### src/rtl/riscv_uart_loader.sv
// Boot loader: UART RX bytes -> little-endian 32-bit words -> sequential instruction-memory writes.
// Write strobe one cycle after the 4th byte; no backpressure, the UART paces everything.
module riscv_uart_loader #(
  parameter int CLK_FREQ       = 23000000,
  parameter int BAUD           = 115200,
  parameter int ADDR_WIDTH     = 14,
  parameter int TIMEOUT_CYCLES = 2300000
) (
  input  logic                  clk,
  input  logic                  rst,
  input  logic                  uart_rx,
  input  logic                  start,
  output logic                  cpu_hold,
  output logic                  mem_we,
  output logic [ADDR_WIDTH-1:0] mem_addr,
  output logic [31:0]           mem_wdata,
  output logic [ADDR_WIDTH:0]   word_count,
  output logic                  done,
  output logic                  err
);

  localparam int DIV  = CLK_FREQ / BAUD;
  localparam int HALF = DIV / 2;
  localparam int CW   = (DIV > 1) ? $clog2(DIV) : 1;
  localparam int TW   = $clog2(TIMEOUT_CYCLES + 1);
  localparam logic [CW-1:0]         DIV_M1  = CW'(DIV - 1);
  localparam logic [CW-1:0]         HALF_M1 = CW'(HALF - 1);
  localparam logic [TW-1:0]         TMO_M1  = TW'(TIMEOUT_CYCLES - 1);
  localparam logic [ADDR_WIDTH-1:0] ADDR_MAX = '1;

  typedef enum logic [1:0] {RX_IDLE, RX_START, RX_DATA, RX_STOP} rx_state_t;
  typedef enum logic [1:0] {L_IDLE, L_LOAD, L_DONE} ld_state_t;

  rx_state_t rx_state_q, rx_state_d;
  ld_state_t ld_state_q, ld_state_d;

  logic          rx_meta_q, rx_meta_d, rx_sync_q, rx_sync_d;
  logic [CW-1:0] baud_cnt_q, baud_cnt_d;
  logic [2:0]    bit_idx_q, bit_idx_d;
  logic [7:0]    rx_shift_q, rx_shift_d;
  logic          byte_valid, frame_err, rx_start_evt;

  logic [ADDR_WIDTH-1:0] addr_q, addr_d, mem_addr_q, mem_addr_d;
  logic [ADDR_WIDTH:0]   wc_q, wc_d;
  logic [1:0]            idx_q, idx_d;
  logic [31:0]           word_q, word_d, mem_wdata_q, mem_wdata_d;
  logic [31:0]           word_new, wr_word;
  logic [TW-1:0]         tmo_cnt_q, tmo_cnt_d;
  logic                  got_byte_q, got_byte_d;
  logic                  fin_pend_q, fin_pend_d;
  logic                  err_q, err_d;
  logic                  mem_we_q, mem_we_d;
  logic                  start_acc, byte_take, tmo_hit, do_write;

  // Two-flop synchronizer; idles high so reset does not look like a start bit.
  always_comb begin
    rx_meta_d = uart_rx;
    rx_sync_d = rx_meta_q;
  end

  always_ff @(posedge clk) begin
    if (!rst) begin
      rx_meta_q  <= 1'b1;
      rx_sync_q  <= 1'b1;
      rx_state_q <= RX_IDLE;
      baud_cnt_q <= '0;
      bit_idx_q  <= '0;
      rx_shift_q <= '0;
    end else begin
      rx_meta_q  <= rx_meta_d;
      rx_sync_q  <= rx_sync_d;
      rx_state_q <= rx_state_d;
      baud_cnt_q <= baud_cnt_d;
      bit_idx_q  <= bit_idx_d;
      rx_shift_q <= rx_shift_d;
    end
  end

  always_comb begin
    rx_state_d = rx_state_q;
    case (rx_state_q)
      RX_IDLE:  if (!rx_sync_q) rx_state_d = RX_START;
      RX_START: if (baud_cnt_q == HALF_M1) rx_state_d = rx_sync_q ? RX_IDLE : RX_DATA;
      RX_DATA:  if (baud_cnt_q == DIV_M1 && bit_idx_q == 3'd7) rx_state_d = RX_STOP;
      RX_STOP:  if (baud_cnt_q == DIV_M1) rx_state_d = RX_IDLE;
      default:  rx_state_d = RX_IDLE;
    endcase
  end

  always_comb begin
    baud_cnt_d   = baud_cnt_q + 1'b1;
    bit_idx_d    = bit_idx_q;
    rx_shift_d   = rx_shift_q;
    byte_valid   = 1'b0;
    frame_err    = 1'b0;
    rx_start_evt = 1'b0;
    case (rx_state_q)
      RX_IDLE: begin
        baud_cnt_d   = '0;
        bit_idx_d    = '0;
        rx_start_evt = !rx_sync_q;
      end
      RX_START: if (baud_cnt_q == HALF_M1) baud_cnt_d = '0;
      RX_DATA: begin
        if (baud_cnt_q == DIV_M1) begin
          baud_cnt_d = '0;
          rx_shift_d = {rx_sync_q, rx_shift_q[7:1]};
          bit_idx_d  = bit_idx_q + 1'b1;
        end
      end
      RX_STOP: begin
        if (baud_cnt_q == DIV_M1) begin
          baud_cnt_d = '0;
          byte_valid = rx_sync_q;
          frame_err  = !rx_sync_q;
        end
      end
      default: baud_cnt_d = '0;
    endcase
  end

  always_ff @(posedge clk) begin
    if (!rst) begin
      ld_state_q  <= L_IDLE;
      addr_q      <= '0;
      wc_q        <= '0;
      idx_q       <= '0;
      word_q      <= '0;
      tmo_cnt_q   <= '0;
      got_byte_q  <= 1'b0;
      fin_pend_q  <= 1'b0;
      err_q       <= 1'b0;
      mem_we_q    <= 1'b0;
      mem_addr_q  <= '0;
      mem_wdata_q <= '0;
    end else begin
      ld_state_q  <= ld_state_d;
      addr_q      <= addr_d;
      wc_q        <= wc_d;
      idx_q       <= idx_d;
      word_q      <= word_d;
      tmo_cnt_q   <= tmo_cnt_d;
      got_byte_q  <= got_byte_d;
      fin_pend_q  <= fin_pend_d;
      err_q       <= err_d;
      mem_we_q    <= mem_we_d;
      mem_addr_q  <= mem_addr_d;
      mem_wdata_q <= mem_wdata_d;
    end
  end

  always_comb begin
    start_acc = start && (ld_state_q != L_LOAD);
    byte_take = byte_valid && (ld_state_q == L_LOAD) && !fin_pend_q;
    tmo_hit   = (ld_state_q == L_LOAD) && got_byte_q && !fin_pend_q &&
                !rx_start_evt && (tmo_cnt_q == TMO_M1);
  end

  always_comb begin
    ld_state_d = ld_state_q;
    case (ld_state_q)
      L_IDLE: if (start) ld_state_d = L_LOAD;
      L_LOAD: begin
        // A pending finish means the final write is on the bus this cycle.
        if (fin_pend_q) ld_state_d = L_DONE;
        else if (tmo_hit && idx_q == 2'd0) ld_state_d = L_DONE;
      end
      L_DONE: if (start) ld_state_d = L_LOAD;
      default: ld_state_d = L_IDLE;
    endcase
  end

  always_comb begin
    cpu_hold = (ld_state_q == L_LOAD);
    done     = (ld_state_q == L_DONE);
  end

  always_comb begin
    addr_d      = addr_q;
    wc_d        = wc_q;
    idx_d       = idx_q;
    word_d      = word_q;
    tmo_cnt_d   = tmo_cnt_q;
    got_byte_d  = got_byte_q;
    fin_pend_d  = fin_pend_q;
    err_d       = err_q | frame_err;
    mem_we_d    = 1'b0;
    mem_addr_d  = mem_addr_q;
    mem_wdata_d = mem_wdata_q;
    word_new    = word_q;
    word_new[{idx_q, 3'b000} +: 8] = rx_shift_q;
    do_write    = 1'b0;
    wr_word     = word_q;
    if (start_acc) begin
      addr_d     = '0;
      wc_d       = '0;
      idx_d      = '0;
      word_d     = '0;
      tmo_cnt_d  = '0;
      got_byte_d = 1'b0;
      fin_pend_d = 1'b0;
      err_d      = 1'b0;
    end else if (ld_state_q == L_LOAD) begin
      if (rx_start_evt) tmo_cnt_d = '0;
      else if (got_byte_q && !fin_pend_q) tmo_cnt_d = tmo_cnt_q + 1'b1;
      if (byte_take) begin
        got_byte_d = 1'b1;
        if (idx_q == 2'd3) begin
          do_write = 1'b1;
          wr_word  = word_new;
        end else begin
          word_d = word_new;
          idx_d  = idx_q + 1'b1;
        end
      end else if (tmo_hit && idx_q != 2'd0) begin
        // Partial word: the untouched upper bytes are still zero from the last clear.
        do_write   = 1'b1;
        fin_pend_d = 1'b1;
      end
      if (do_write) begin
        mem_we_d    = 1'b1;
        mem_addr_d  = addr_q;
        mem_wdata_d = wr_word;
        wc_d        = wc_q + 1'b1;
        idx_d       = '0;
        word_d      = '0;
        if (addr_q == ADDR_MAX) fin_pend_d = 1'b1;
        else addr_d = addr_q + 1'b1;
      end
    end
  end

  assign mem_we     = mem_we_q;
  assign mem_addr   = mem_addr_q;
  assign mem_wdata  = mem_wdata_q;
  assign word_count = wc_q;
  assign err        = err_q;

endmodule

### config.mk
export PLATFORM = sky130hd
export DESIGN_NAME = riscv_uart_loader
export DESIGN_NICKNAME = d
export VERILOG_FILES = /design/src/rtl/riscv_uart_loader.sv
export SDC_FILE = /design/constraint.sdc
export NUM_CORES = 1
export LEC_CHECK = 0
export CORE_MARGIN = 10
export CORE_UTILIZATION = 45
export CTS_CLUSTER_SIZE = 28
export DETAILED_ROUTE_END_ITERATION = 12
export GPL_ROUTABILITY_DRIVEN = 0
export PLACE_DENSITY_LB_ADDON = 0.1
export SYNTH_ARGS = -nofsm -noshare
export SYNTH_HDL_FRONTEND = slang
export SYNTH_SLANG_ARGS = --single-unit
### constraint.sdc
create_clock -name clk -period 3.15 [get_ports clk]
set_input_delay 0.945 -clock clk [delete_from_list [all_inputs] [get_ports clk]]
set_output_delay 0.945 -clock clk [all_outputs]
set_load 0.005 [all_outputs]
---- Word level (Yosys, flattened, before mapping) ----
Cells that the tools add are included.
storage, ports and cells
  output and inout port bits .............. 65
  logic and storage cells ................. 128
  bits in registers ....................... 160
  input port bits ......................... 4
cells by class
  mux-type cells .......................... 41
  add/sub/neg operators ................... 7
  reduce and logical (&&, ||, !) cells .... 35
  eq/ne operators ......................... 20
  bitwise logic cells ..................... 5
  shift operators ......................... 2
operators by type and width
  kind                                                  count
  2-to-1 mux 32 bit                                     5
  2-to-1 mux 22 bit                                     2
  bitwise mux 32 bit                                    1
  variable shift 8 x 7 -> 32 bit, first input constant  1
  variable part select 8 x 7 -> 32 bit                  1
  one-hot mux 8 bit (3 select lines)                    1
  adder 22 x 1 -> 22 bit, second input constant         1
  == test 22 bit, second input constant                 1
  2-to-1 mux 2 bit                                      11
  2-to-1 mux 8 bit                                      2
  adder 15 x 1 -> 15 bit, second input constant         1
  2-to-1 mux 1 bit                                      15
  adder 14 x 1 -> 14 bit, second input constant         1
  == test 14 bit, second input constant                 1
  AND reduction 2 bit                                   6
  logical AND 1 bit                                     11
  != test 2 bit, second input constant                  5
  AND reduction 3 bit                                   3
  adder 8 x 1 -> 8 bit, second input constant           1
  == test 2 bit, second input constant                  4
  == test 8 x 7 -> 1 bit, second input constant         1
  == test 8 bit, second input constant                  1
  one-hot mux 2 bit (4 select lines)                    1
  nonzero test 2 bit                                    4
  17 further kinds                                      29

---- Longest topological paths before layout ----
Gate-level depths: netlist of run 1.
  depth in word-level cells ............... 12
  depth in mapped cells ................... 11
  mapped depth without buffers ............ 8

---- Worst setup path after synthesis of run 1 ----
OpenSTA, ideal clock, no wires.
  path kind ............................... register -> register
  start ................................... reg idx_q[0]
  end ..................................... reg addr_q[6]
  stages on the path, launching flop included .. 10
  setup slack ............................. 705 ps
  arrival ................................. 2375 ps
  setup time .............................. 70 ps
  required time ........................... 3080 ps
  path buffers ............................ 2
  period minus slack after synthesis ...... 2445 ps
  cell sequence ........................... dfxtp_1 -> inv_1 -> ha_1 -> clkbuf_1 -> or3_1 -> nor4_4 -> a21oi_1 -> clkbuf_1 -> or4_1 -> a21oi_1
on the way
  cells in the longest elaborated chain, start to end .. 7
  elaborated cells between the ends (all ways) .. 9
  those cells by class .................... eq/ne (1); mux (5); reduce/logical (3)
RTL lines
  element                                 line  RTL
  start, declared                         45    logic [1:0] idx_q, idx_d;
  start signal, assigned                  140   idx_q <= idx_d;
  nonzero test 2 bit                      215   end else if (tmo_hit && idx_q != 2'd0) begin
  logical AND 1 bit                       215
  2-to-1 mux 1 bit                        215
  2-to-1 mux 1 bit *                      206   if (byte_take) begin
  2-to-1 mux 1 bit *                      203   end else if (ld_state_q == L_LOAD) begin
  2-to-1 mux 1 bit *                      194   if (start_acc) begin
  AND reduction 3 bit (no source line) *  n/a
  end signal, assigned                    138   addr_q <= addr_d;
  end, declared                           43    logic [ADDR_WIDTH-1:0] addr_q, addr_d, mem_addr_q, mem_addr_d;
Every way passes the cells marked *; elsewhere a longest branch is shown, timed or not. The select of a mux whose other input is x is not followed.
A chain may end at the register's enable or synchronous reset.

---- Final worst setup path of run 1 ----
  start ................................... reg tmo_cnt_q[0]
  end ..................................... reg addr_q[7]
on the way
  cells in the longest elaborated chain, start to end .. 8
RTL lines
  element                               line  RTL
  start, declared                       48    logic [TW-1:0] tmo_cnt_q, tmo_cnt_d;
  start signal, assigned                142   tmo_cnt_q <= tmo_cnt_d;
  == test 22 bit                        156   !rx_start_evt && (tmo_cnt_q == TMO_M1);
  logical AND 1 bit                     156
  logical AND 1 bit                     215
  2-to-1 mux 1 bit                      215
  2-to-1 mux 1 bit                      206
  2-to-1 mux 1 bit                      203
  2-to-1 mux 1 bit                      194
  AND reduction 3 bit (no source line)  n/a
No other way between the ends. The select of a mux whose other input is x is not followed.

==> impl_metrics.json, run 1 <==
{
  "outcome": "finished, final reports clean",
  "rsz0062_at_grt": "no",
  "finalClockSkew_ns": 0.00788,
  "synth_top_area_share_pct": 42.3,
  "cts_tree": "built",
  "post_cts_resized": 0,
  "cts_num_sinks": 160,
  "hold_ws_ns": 0.410,
  "reg2reg_slack_ns": 0.38,
  "seq_area_frac_synth_pct": 42.3,
  "postRouteWirelength_um": 18700,
  "fin_crit_sh_pct": 87.8,
  "syn_nets": 961,
  "synthXorXnorAreaFrac_pct": 0.925,
  "grt.total_usage_pct": 16.9,
  "antenna_found_initial": 0,
  "die_w_um": 150,
  "synthMuxAreaShare_pct": 1.34,
  "critPathMaxFanout": 17,
  "hold_path.class": "register to register",
  "cts_buffer_depth": 2,
  "dieHeight_um": 150,
  "avgViaCountPerCell": 5.56,
  "ios": 69,
  "yosys-top-cells-area": "dfxtp_1 (42%), nand2_1 (8.5%), a21boi_0 (4.6%)",
  "fin_util_pct": 54.8,
  "drv_slew": 0,
  "worstSetupPathType": "register to register",
  "reg2reg_depth": 7,
  "reg2reg_from": "tmo_cnt_q[0]",
  "grt_pass1_vias": 6350,
  "start_kind": "register",
  "grt_max_degree": 65,
  "ctsHoldBuffers": 0,
  "cts_inserted_buffers": 17,
  "finalInstanceArea_um2": 9050,
  "placed_cells": 1196,
  "power.share.combinational_pct": 2.0,
  "dpl.hpwl_um": 12500,
  "ys_warn_count": 0,
  "tns_ns": 0,
  "fillCellCount": 1607,
  "worst_slew_pin_slew_ns": 0.738,
  "p_per_area_nw_per_um2": 456,
  "cts-root-buf": "clkbuf_16",
  "yosys.area.top_type": "dfxtp_1",
  "leakage_nw": 3.09,
  "clk_pin_slew_worst_paths_ns": 0.06,
  "seqPwrFrac_pct": 49.2,
  "synth_ff_type": "dfxtp_1",
  "synthAdderAreaFrac_pct": 2.15,
  "hold_viol_final": 0,
  "core_um2": 16500,
  "synth-seq-cells": 160,
  "grt_pass1_wl_um": 31400,
  "dpl_cell_area_um2": 8480,
  "intPower_mw": 3.28,
  "fin_cells": 1225,
  "required_ns": 3.50,
  "drive_above_1_share_pct": 6.57,
  "ir_drop_mv": 0.338,
  "dieArea_um2": 22400,
  "via_count": 6816,
  "syn_inst": 944,
  "area.sequential_um2": 3200,
  "diodes": 0,
  "wl_per_cell_um": 15.3,
  "synth-edff-count": 0,
  "timing.max_cap.violations": 0,
  "worstReg2RegEnd": "addr_q[7]",
  "setup_violations": 0,
  "synth_top_family_by_area": "simple AND/OR/NAND/NOR gates",
  "rows": 47,
  "holdPathEnd": "rx_sync_q",
  "multiInputGateArea_um2": 3980,
  "io_buffer_count": 68,
  "hold_start": "rx_meta_q",
  "htreeDepth": 4,
  "area_growth_pct": 19.6,
  "switchingPower_uw": 840,
  "crit_path_start": "tmo_cnt_q[0]",
  "cts_setup_buffers": 0,
  "max_freq_ghz": 0.361,
  "min_period_ns": 2.77,
  "synth_area_um2": 7570,
  "drcViolationCount": 0,
  "synth_area_per_cell_um2": 8.02,
  "synth-compound-area-share_pct": 23.3,
  "first_pass_iters": 5,
  "clkPwrFrac_pct": 48.8,
  "power.share.switching_pct": 20.4,
  "endpoint_kind": "register",
  "grt_overflow": 0,
  "drtAntennaViolNets": 0,
  "insertion_delay_ns": 0.43,
  "critPathArrivalTime_ns": 3.12,
  "synth_cell_types": 59,
  "fin_nets": 1012,
  "drt_iter0_markers": 424,
  "start_util_pct": 45.8,
  "synth_simple_gate_area_share_pct": 24.5,
  "slew_headroom_pct": 50.6,
  "async_flop_share_pct": 0,
  "timing.hold.worst_path_depth": 1
}
[how the worst max path moves through the flow]
stage / end / slack, ns / cells past startpoint
after floorplan: addr_q[6] / 0.70 / 9
after global placement: addr_q[4] / 0.47 / 7
after detailed placement: addr_q[7] / 0.36 / 7
after CTS: addr_q[7] / 0.35 / 7
after global routing: addr_q[4] / 0.06 / 8
final: addr_q[7] / 0.38 / 7
[power groups by stage]
stage,Combinational (mW),Clock [mW],Sequential [mW]
2_1_floorplan,0.0516,0,2.07
3_3_place_gp,0.0817,0,2.07
3_5_place_dp,0.0815,0,2.07
4_1_cts,0.0817,2.06,2.03
5_1_grt,0.0886,2.15,2.03
6_report,0.0805,2.01,2.03
[kinds of logic after synthesis]
kind of cell,after synthesis
AOI/OAI and AO/OA,269
xor gates and xnor gates,8
adders and majority gates,13
buffers and inverters,101
DFF,160
muxes,10
and+or+nand+nor,383
[stage by stage]
step / power, mW / setup WS (ns)
floorplan: 2.12 / 0.705
global placement: 2.16 / 0.471
detailed placement: 2.16 / 0.358
CTS: 4.17 / 0.352
global route: 4.27 / 0.0631
finish: 4.12 / 0.383
[critical path: stages, from the launching register on]
cell and delay (ns):
dfxtp_1 0.38, ha_1 0.26, nand4_1 0.25, nor4b_1 0.35, nand4_1 0.26, o31a_2 0.52, or4_1 0.53, a21oi_1 0.14
[cells in the mapped netlist, drive strengths merged (9+ instances only)]
library cell and count:
nand2 172, dfxtp 160, nor2 73, o21ai 57, a21oi 51, a21boi 46, inv 43, clkbuf 40
a22oi 37, o211ai 36, buf 18, nand3 18, or4 18, nor2b 15, nand4 14, ha 13
o31ai 13, or3 12, and3 9, mux2i 9, nor3 9
[state kept, by name, summed over array words and instances (netlist names), 2 cells and up, named ones only]
signal / count
mem_wdata: 32
word_q: 32
tmo_cnt_q: 22
word_count: 15
addr_q: 14
mem_addr: 14
baud_cnt_q: 8
rx_shift_q: 8
bit_idx_q: 3
idx_q: 2
ld_state_q: 2
[layer usage]
metal	vias up	track usage [%]	wire length, um	share of wire, %
met4	0	5.15	189	1.0
met5	-	0	0	0
met2	138	26.7	8570	46
li1	3454	-	-	-
met3	16	4.41	1000	5.4
met1	3208	22.2	8940	48
[layout make-up]
| class | instances | share of cell area (%) |
|---|---|---|
| clock buffer | 22 | 5.35 |
| clock inverter | 7 | 0.940 |
| inverter | 43 | 1.78 |
| multi-input combinational | 683 | 43.9 |
| sequential | 160 | 35.4 |
| tap | 220 | 3.04 |
| timing repair buffer | 90 | 9.56 |
[layout by cell type, fill, tap and decap left out, types with 3 or more instances in the layout]
master / count
nand2b_1: 6
and2_1: 8
and4_1: 8
dfxtp_1: 160
or3_1: 11
a22oi_1: 37
nor2b_1: 15
nor4_1: 5
clkbuf_8: 4
mux2i_1: 9
xnor2_1: 6
a31oi_1: 7
o31ai_1: 12
nand4b_1: 3
clkbuf_16: 17
nand2_1: 171
clkinv_2: 5
nor3_1: 8
o21ai_0: 57
nor2_1: 71
a311oi_1: 3
o211ai_1: 36
a21boi_0: 46
inv_1: 43
nand3_1: 18
or4_1: 18
nand4_1: 14
nor4b_1: 4
clkdlybuf4s50_1: 67
ha_1: 13
a21oi_1: 51
buf_4: 20
and3_1: 9
Note: power is estimated with default switching activity, not from simulation.
==> run 2: changes to the inputs <==
HOLD_SLACK_MARGIN = 0.03   (was unset)
==> results of run 2 <==
Same layout as run 1: the final DEF is identical, and so are final timing and power.
==> variant (config.mk and constraints of run 1) <==
Register the output `word_count` once more, with the module's reset; this adds one clock of latency there. The other outputs are not delayed to match.
--- a/src/rtl/riscv_uart_loader.sv
+++ b/src/rtl/riscv_uart_loader.sv
@@ -235,3 +235,9 @@
   assign mem_wdata  = mem_wdata_q;
-  assign word_count = wc_q;
+  always_ff @(posedge clk) begin
+    if (!rst) begin
+      word_count <= '0;
+    end else begin
+      word_count <= wc_q;
+    end
+  end
   assign err        = err_q;
Check against the original RTL: same outputs for any inputs over 10 cycles, from zero or initial values and one cycle with rst low; that may be too few to reach the edited logic, so the function may still have changed.
==> variant against run 1 <==
- critical path type unchanged
- power is 7.4% higher
- worst setup slack worse by 0.10 ns
- count of clock-buffer cells in the layout unchanged
- routed wire length is 1.8% higher
- design area is 3.7% higher
- final cell count increased by 0.82%
- first-iteration DRC count fell by 12%
- highest routed layer unchanged
- hold slack gained 0.039 ns
- clock power increased by 5%
- sequential cell count grew 15
- synthesized area grew 4.0%
- combinational power rose by 15%
==> variant: results (changes against run 1) <==
[grt]
gr-usage-met2_pct=24.3  ; -2.4 points
first_global_vias=6245  ; -1.7%
gr-usage-met1_pct=21.8  ; -0.38 points
grtUsageMet3_pct=4.80  ; +0.39 points
grt_max_degree=63  ; -3.1%
grt_pass1_wl_mm=31.9  ; +1.4%
gr-total-overflow=0  ; unchanged
grtUsageTotal_pct=16.0  ; -0.89 points

[route]
vias=6817  ; +0.015%
wl_per_cell_microns=15.4  ; +0.95%
drtIter0Drc=375  ; -12%
met2WireLength_mm=8.28  ; -3.4%
wl_met1_mm=9.58  ; +7.2%
highest_layer=met4
wl_mm=19.0  ; +1.8%
wl_met3_mm=1.02  ; +1.2%

[final_layout]
num_antenna_cells=0  ; unchanged
drive_gt1_share_pct=6.73  ; +0.17 points
fillers=1595  ; -0.75%
fin_nets=1014  ; +0.20%

[power]
vdd_drop_max_uv=364  ; +7.8%
leakagePower_nw=3.08  ; -0.31%

[cts]
post-cts-setup-buffers=0  ; unchanged
post_cts_resize_count=0  ; unchanged
cts.path.max_buffers=2  ; unchanged
numCtsBuffers=17  ; unchanged
htree_levels=4  ; unchanged
root_buffer=clkbuf_16

[placement]
dp_cells=1203  ; +0.59%
place_hpwl_mm=12.3  ; -1.5%
pre_cts_slack_ns=0.331  ; -0.0267 ns

[synth]
syn_area_per_cell_sq_um=8.31  ; +3.6%
synth_cell_types=53  ; -10%
ys_seq_area_share_pct=44.5  ; +2.2 points
synth.area.top_cells=dfxtp_1, nand2_1, a21oi_1, a21boi_0, o21ai_0
postSynthNetCount=965  ; +0.42%
ys.warnings.count=0  ; unchanged
yosys-top-cells-count=dfxtp_1, nand2_1, a21oi_1, clkbuf_1

[setup_path]
cp.arrival_ns=3.21  ; +0.09 ns
r2r-start=baud_cnt_q[0]
crit_slowest_cell=nor3b_1
critical-path-max-stage-delay_ns=0.51  ; -0.02 ns
crit_path_start=baud_cnt_q[0]
worstPathMaxFanout=49  ; +32

[run_status]
status=finished clean

[sta]
tightest_slew_ns=0.698  ; -0.0407 ns
fin_worst_skew_ns=0.0117  ; +0.00383 ns

==> variant: cells by family after synthesis <==
| kind of cell | Yosys count | synth area share, % |
|---|---|---|
| buffers and inverters | 81 | 4.18 |
| AO/OA/AOI/OAI | 295 | 24.2 |
| AND/OR/NAND/NOR | 374 | 23.9 |
| XOR/XNOR | 8 | 0.890 |
| flip-flops | 175 | 44.5 |
| multiplexers | 2 | 0.270 |
| adder cells (fa/ha/maj) | 13 | 2.07 |
==> variant: worst max-delay path, delay by kind of cell, from the launching register on <==
kind / cells / cell delay [ns]
compound gates: 2 / 0.69
flops: 1 / 0.34
buf+inv: 2 / 0.51
fa+ha+maj: 1 / 0.13
simple gates: 4 / 1.10
==> variant: power breakdown <==
part | total (W) | leakage, nW | internal [W] | switching, W
sequential | 0.00222 | 1.41 | 0.00222 | 0.00000370
clock | 0.00212 | 0.286 | 0.00120 | 0.000912
combinational | 0.0000924 | 1.38 | 0.0000313 | 0.0000611
total | 0.00443 | 3.08 | 0.00345 | 0.000977
==> variant: final cells by class <==
class,instances,share of cell area [%]
Multi-Input combinational cell,692,43.3
Sequential cell,175,37.3
Timing Repair Buffer,93,9.33
Clock buffer,22,5.26
Tap cell,225,3.00
Clock inverter,10,1.08
Inverter,18,0.719
==> variant: per-stage QoR <==
step / cell area, sq um / hold slack (ns)
3_5_place_dp: 8800 / 0.426
5_1_grt: 9390 / 0.473
2_1_floorplan: 7880 / 0.386
4_1_cts: 9390 / 0.461
6_report: 9390 / 0.449
3_3_place_gp: 8800 / 0.424
==> variant: final timing paths <==
check | end | slack, ns | cells after the start
setup / recovery | mem_wdata[5] | 0.28 | 9
hold / removal | rx_sync_q | 0.45 | 1
setup reg to reg | mem_wdata[5] | 0.28 | 9
hold reg to reg | rx_sync_q | 0.45 | 1
